$ cat config.mk
export PLATFORM = sky130hd
export DESIGN_NAME = id_hazard_stage
export DESIGN_NICKNAME = d
export VERILOG_FILES = /design/src/rtl/id_hazard_stage.sv
export SDC_FILE = /design/constraint.sdc
export NUM_CORES = 2
export LEC_CHECK = 0
export CAP_MARGIN = 20
export CORE_AREA = 2 2 431 433
export DETAILED_ROUTE_END_ITERATION = 7
export DIE_AREA = 0 0 433 435
export GPL_ROUTABILITY_DRIVEN = 0
export PLACE_DENSITY = 0.59
export SKIP_LAST_GASP = 1
export SLEW_MARGIN = 15
export SYNTH_ARGS = -nofsm -noshare
export SYNTH_HDL_FRONTEND = slang
export SYNTH_SLANG_ARGS = --single-unit
$ cat constraint.sdc
create_clock -name clk -period 5.5 [get_ports clk]
set_input_delay 0.55 -clock clk [delete_from_list [all_inputs] [get_ports clk]]
set_output_delay 0.55 -clock clk [all_outputs]
set_load 0.02 [all_outputs]
$ cat src/rtl/id_hazard_stage.sv
// id_hazard_stage: IF/ID pipeline register, register file, decode-stage operand
// forwarding, load-use / branch hazard detection, early branch resolution and
// stall/branch statistics counters.
// Configuration macro: ID_WB_BYPASS_EN
//   defined   -> a matching WB write is forwarded to the decode operands in the same cycle
//   undefined -> a matching WB write stalls decode for one cycle until the write lands
module id_hazard_stage #(
   parameter int DATA_W = 32,
   parameter int ADDR_W = 5,
   parameter int PC_W   = 32,
   parameter int CNT_W  = 32
) (
   input  logic              clk,
   input  logic              rst,
   input  logic [31:0]       instrF,
   input  logic [PC_W-1:0]   pcF,
   input  logic              validF,
   input  logic              Regfile_weE,
   input  logic              memReadE,
   input  logic [ADDR_W-1:0] writeRegAddrE,
   input  logic              Regfile_weM,
   input  logic              memReadM,
   input  logic [ADDR_W-1:0] writeRegAddrM,
   input  logic [DATA_W-1:0] aluOutM,
   input  logic              Regfile_weW,
   input  logic [ADDR_W-1:0] writeRegAddrW,
   input  logic [DATA_W-1:0] wbOut,
   output logic              validD,
   output logic [31:0]       instrD,
   output logic [PC_W-1:0]   pcD,
   output logic [ADDR_W-1:0] rsD,
   output logic [ADDR_W-1:0] rtD,
   output logic [ADDR_W-1:0] rdD,
   output logic [15:0]       imm16D,
   output logic [DATA_W-1:0] readData1D,
   output logic [DATA_W-1:0] readData2D,
   output logic              stallF,
   output logic              bubbleE,
   output logic              branchTakenD,
   output logic [PC_W-1:0]   branchTargetD,
   output logic [CNT_W-1:0]  stallCnt,
   output logic [CNT_W-1:0]  branchCnt
);

   localparam int         NREG   = 2 ** ADDR_W;
   localparam logic [5:0] OP_BEQ = 6'b000100;
   localparam logic [5:0] OP_BNE = 6'b000101;

   logic              ifidValid_q, ifidValid_d;
   logic [31:0]       ifidInstr_q, ifidInstr_d;
   logic [PC_W-1:0]   ifidPc_q, ifidPc_d;
   logic [CNT_W-1:0]  stallCnt_q, stallCnt_d;
   logic [CNT_W-1:0]  branchCnt_q, branchCnt_d;
   logic [DATA_W-1:0] regFile_q [NREG];

   logic [5:0]        opcode;
   logic              isBranch;
   logic [DATA_W-1:0] rfRead1, rfRead2;
   logic [DATA_W-1:0] fwd1, fwd2;
   logic              matchE, matchM, matchW;
   logic              stall;
   logic              branchCond;
   logic              branchTaken;
   logic [PC_W-1:0]   immExt;

   // Field decode straight out of the IF/ID register (MIPS R/I layout)
   assign opcode   = ifidInstr_q[31:26];
   assign rsD      = ADDR_W'(ifidInstr_q[25:21]);
   assign rtD      = ADDR_W'(ifidInstr_q[20:16]);
   assign rdD      = ADDR_W'(ifidInstr_q[15:11]);
   assign imm16D   = ifidInstr_q[15:0];
   assign isBranch = (opcode == OP_BEQ) || (opcode == OP_BNE);

   // Register 0 is hardwired to zero regardless of what was written there
   assign rfRead1 = (rsD == '0) ? '0 : regFile_q[rsD];
   assign rfRead2 = (rtD == '0) ? '0 : regFile_q[rtD];

   // Operand selection: MEM result beats WB data, which beats the register file
   always_comb begin
      fwd1 = rfRead1;
      fwd2 = rfRead2;
`ifdef ID_WB_BYPASS_EN
      if (Regfile_weW && (writeRegAddrW != '0) && (writeRegAddrW == rsD)) fwd1 = wbOut;
      if (Regfile_weW && (writeRegAddrW != '0) && (writeRegAddrW == rtD)) fwd2 = wbOut;
`endif
      if (Regfile_weM && !memReadM && (writeRegAddrM != '0) && (writeRegAddrM == rsD)) fwd1 = aluOutM;
      if (Regfile_weM && !memReadM && (writeRegAddrM != '0) && (writeRegAddrM == rtD)) fwd2 = aluOutM;
   end

   // Hazard detection: both rs and rt count as sources for every live instruction
   always_comb begin
      matchE = Regfile_weE && (writeRegAddrE != '0) &&
               ((writeRegAddrE == rsD) || (writeRegAddrE == rtD));
      matchM = Regfile_weM && (writeRegAddrM != '0) &&
               ((writeRegAddrM == rsD) || (writeRegAddrM == rtD));
      matchW = Regfile_weW && (writeRegAddrW != '0) &&
               ((writeRegAddrW == rsD) || (writeRegAddrW == rtD));
      stall  = 1'b0;
      if (ifidValid_q) begin
         if (memReadE && matchE) stall = 1'b1;
         if (isBranch && matchE) stall = 1'b1;
         if (memReadM && matchM) stall = 1'b1;
`ifndef ID_WB_BYPASS_EN
         if (matchW) stall = 1'b1;
`endif
      end
   end

   // Branch resolution on forwarded operands; a stalled branch never redirects
   always_comb begin
      branchCond = 1'b0;
      if (opcode == OP_BEQ) branchCond = (fwd1 == fwd2);
      if (opcode == OP_BNE) branchCond = (fwd1 != fwd2);
      branchTaken = ifidValid_q && !stall && isBranch && branchCond;
      immExt      = PC_W'($signed(ifidInstr_q[15:0]));
   end

   // IF/ID next state: hold on stall, squash on taken branch, otherwise load fetch
   always_comb begin
      ifidValid_d = ifidValid_q;
      ifidInstr_d = ifidInstr_q;
      ifidPc_d    = ifidPc_q;
      if (stall) begin
         ifidValid_d = ifidValid_q;
      end else if (branchTaken) begin
         ifidValid_d = 1'b0;
         ifidInstr_d = '0;
         ifidPc_d    = pcF;
      end else begin
         ifidValid_d = validF;
         ifidInstr_d = instrF;
         ifidPc_d    = pcF;
      end
      stallCnt_d  = stallCnt_q + CNT_W'(stall);
      branchCnt_d = branchCnt_q + CNT_W'(branchTaken);
   end

   // IF/ID register and statistics counters
   always_ff @(posedge clk) begin
      if (rst) begin
         ifidValid_q <= 1'b0;
         ifidInstr_q <= '0;
         ifidPc_q    <= '0;
         stallCnt_q  <= '0;
         branchCnt_q <= '0;
      end else begin
         ifidValid_q <= ifidValid_d;
         ifidInstr_q <= ifidInstr_d;
         ifidPc_q    <= ifidPc_d;
         stallCnt_q  <= stallCnt_d;
         branchCnt_q <= branchCnt_d;
      end
   end

   // Register file write port, driven by the WB stage
   always_ff @(posedge clk) begin
      if (rst) begin
         for (int i = 0; i < NREG; i++) regFile_q[i] <= '0;
      end else if (Regfile_weW && (writeRegAddrW != '0)) begin
         regFile_q[writeRegAddrW] <= wbOut;
      end
   end

   assign validD        = ifidValid_q;
   assign instrD        = ifidInstr_q;
   assign pcD           = ifidPc_q;
   assign readData1D    = fwd1;
   assign readData2D    = fwd2;
   assign stallF        = stall;
   assign bubbleE       = stall;
   assign branchTakenD  = branchTaken;
   assign branchTargetD = ifidPc_q + PC_W'(4) + (immExt << 2);
   assign stallCnt      = stallCnt_q;
   assign branchCnt     = branchCnt_q;

endmodule
==> reports/results.ini <==
[yosys]
yosys_warnings=0
synth_top_area_share_pct=48.0
synthAdderAreaFrac_pct=1.22
synth_area_um2=64000
yosysMostFrequentCell=edfxtp_1
synth_seq_cells=1163
yosys.area.top_type=edfxtp_1
async_flop_share_pct=0
synthTopCellsByArea=edfxtp_1, mux4_2, and2_1
synthFlopType=edfxtp_1
synth_compound_area_share_pct=7.25
synth_cell_type_count=78
synth_xor_area_share_pct=2.00
synth.mux.area_fraction_pct=18.8
synth-edff-count=1024
yosys.area_share.simple_pct=14.4
synth_area_per_cell_um2=13.2
ys_seq_area_share_pct=52.4
synth_top_family_by_area=multiplexers
syn_inst=4858
ys_top_cells_by_count=edfxtp_1, and2_1, mux4_2

[sta]
fin_skew_ns=0.0527
worst_pin_slew_ns=1.23
max_slew_margin_pct=17.7
setup_viol=1
period_share_pct=101
hold_slack_ns=0.234
drv_slew=0
hold_viol_final=0
fmax_mhz=179
fin_ws_ns=-0.0785
finalCriticalPeriod_ns=5.58
rsz0062_at_grt=yes

[min_path]
hp-class=in -> reg
hp-start=rst
holdPathStages=2
holdPathEnd=pcD[22]

[worst_setup_path]
crit_fanout=8
start_kind=flip-flop
crit_type=reg -> out
worstReg2RegEnd=branchCnt[28]
end_kind=primary output
required_ns=4.95
regToRegSetupSlack_ns=0.09
r2r_cells=26
cp.arrival_ns=5.03

[drt]
initialDrtViolationCount=7562
vias_per_cell=6.06
antenna_left=0
num_vias=49300
route.detailed.drc=0
totalWireLength_mm=287
dr.pass1.iters=6
routedWlPerCell_um=35.3

[global_routing]
grt-ovfl-total=0
grt_use_met2_pct=44.1
grt_use_met3_pct=10.1
met1_usage_pct=36.8
grt.busiest_layer=met2
grt_max_degree=78
antenna_found_initial=56
grt_pass1_wl_mm=387
grtUsageTotal_pct=29.7
grt_pass1_vias=47900

[layout]
fin_nets=5729
drive_above_1_share_pct=25.1
fin_util_pct=43.6
fin_area_um2=80300
syn2layout_area_growth_pct=25.4

[status]
outcome=finished, violations left
violations=setup timing

[placed_design]
portBuffers=409
place_area_um2=74500
place_ws_ns=-0.975
dp_hpwl_mm=188

[power_and_ir_drop]
vdd_ir_drop_max_mv=0.278
pwr_density_cell_nw_per_um2=334
clockPowerShare_pct=34.6
p_int_mw=18.4
p_sw_share_pct=31.5
netSwitchingPower_mw=8.45
seqPwrFrac_pct=38.8
combPwrFrac_pct=26.6
cellLeakagePower_nw=28.7

[cts]
numClockSinks=1163
tritoncts=yes
clock_latency_ns=0.83
htreeDepth=4
numCtsBuffers=138
clockBufferDepth=3
clk_pin_slew_ns=0.06
cts_root_buffer=clkbuf_16

[die]
core_region_area_um2=184000
start_util_pct=34.8
die_h_um=435
die_w_um=433
die_area_um2=188000
io_pins=410
num_rows=158

[job]
maxCapViolations=0

[worst max-delay path, cell delays in order (launching register included)]
cell and delay, ns:
dfxtp_4 0.38, buf_12 0.17, buf_16 0.18, buf_12 0.12, buf_12 0.13, buf_4 0.16
mux4_2 0.50, o21ai_0 0.37, a21oi_1 0.13, o31a_1 0.12, a211o_1 0.31, xor2_1 0.19
nor3_2 0.29, nand4_1 0.20, nor4_4 0.18, buf_6 0.18, buf_6 0.12, or3_4 0.13
nand2_4 0.06, buf_6 0.12, buf_6 0.12
[cell type report]
cell class	count	area (um^2)
fillers	16600	104000
flip-flops and latches	1163	33600
multi-input cells	3204	29100
repair buffers	980	9810
clock buffers	161	3590
well taps	2480	3100
clock inverters	95	897
inverters	29	114
diodes	24	60.1
[metal layers]
layer  share of wire (%)  vias up
met4                 7.3       26
met1                  36    24900
met5               0.052        -
li1                    -    19700
met3                  14      896
met2                  43     3843
[worst max path at each step]
stage / endpoint / cells past startpoint / slack [ns]
floorplan: branchCnt[28] / 23 / 0.43
global placement: branchCnt[28] / 23 / -0.91
detailed placement: branchCnt[28] / 23 / -0.97
CTS: branchTakenD / 18 / -0.20
global route: branchTakenD / 19 / -0.14
finish: branchTakenD / 20 / -0.08
[metrics by stage]
step                      setup TNS [ns]  total power, mW  std cells
after floorplan                        0             13.9       4889
after global placement            -22.49             17.3       7790
after detailed placement          -27.56             17.3       7791
after CTS                         -0.195             26.6       8078
after global routing              -0.383             27.4       8121
final                            -0.0785             26.8       8136
[state kept, by name, summed over array words and instances, names as in the netlist, named ones only]
signal / cells
stallCnt: 32
validD: 1
branchCnt: 32
instrD: 32
regFile_q: 1024
pcD: 32
[placed cells by master, fill, tap and decap left out, drive strengths merged, types with 59 or more instances in the layout]
cell and count:
a21oi 163, a221oi 116, a22oi 61, and2 1001
buf 577, clkbuf 164, clkdlybuf4s50 396, clkinv 74
dfxtp 139, edfxtp 1024, ha 61, mux2i 285
mux4 407, nand2 172, nand3 77, nor2 158
o21ai 129, xnor2 59, xor2 87
[power groups by stage]
stage / clock (mW) / sequential (mW) / combinational (mW)
after floorplan: 0 / 10.5 / 3.37
after global placement: 0 / 10.6 / 6.72
after detailed placement: 0 / 10.6 / 6.72
after CTS: 9.33 / 10.4 / 6.87
after global routing: 9.63 / 10.5 / 7.32
final: 9.28 / 10.4 / 7.15
[cells by family after synthesis]
group,after synthesis
AOI/OAI and AO/OA,656
xor gates and xnor gates,146
and+or+nand+nor,1616
muxes,692
adders and majority gates,62
DFF,1163
buffers and inverters,522
other,1
[repair_timing]
action,4_1_cts,5_1_grt
endpoints found under the hold margin,0,0
hold buffers,0,0
cloned,5,2
setup buffers,29,32
endpoints found under the setup margin,33,36
pin swaps,24,23
gates resized for setup,64,66
Note: power is estimated with default switching activity, not from simulation.
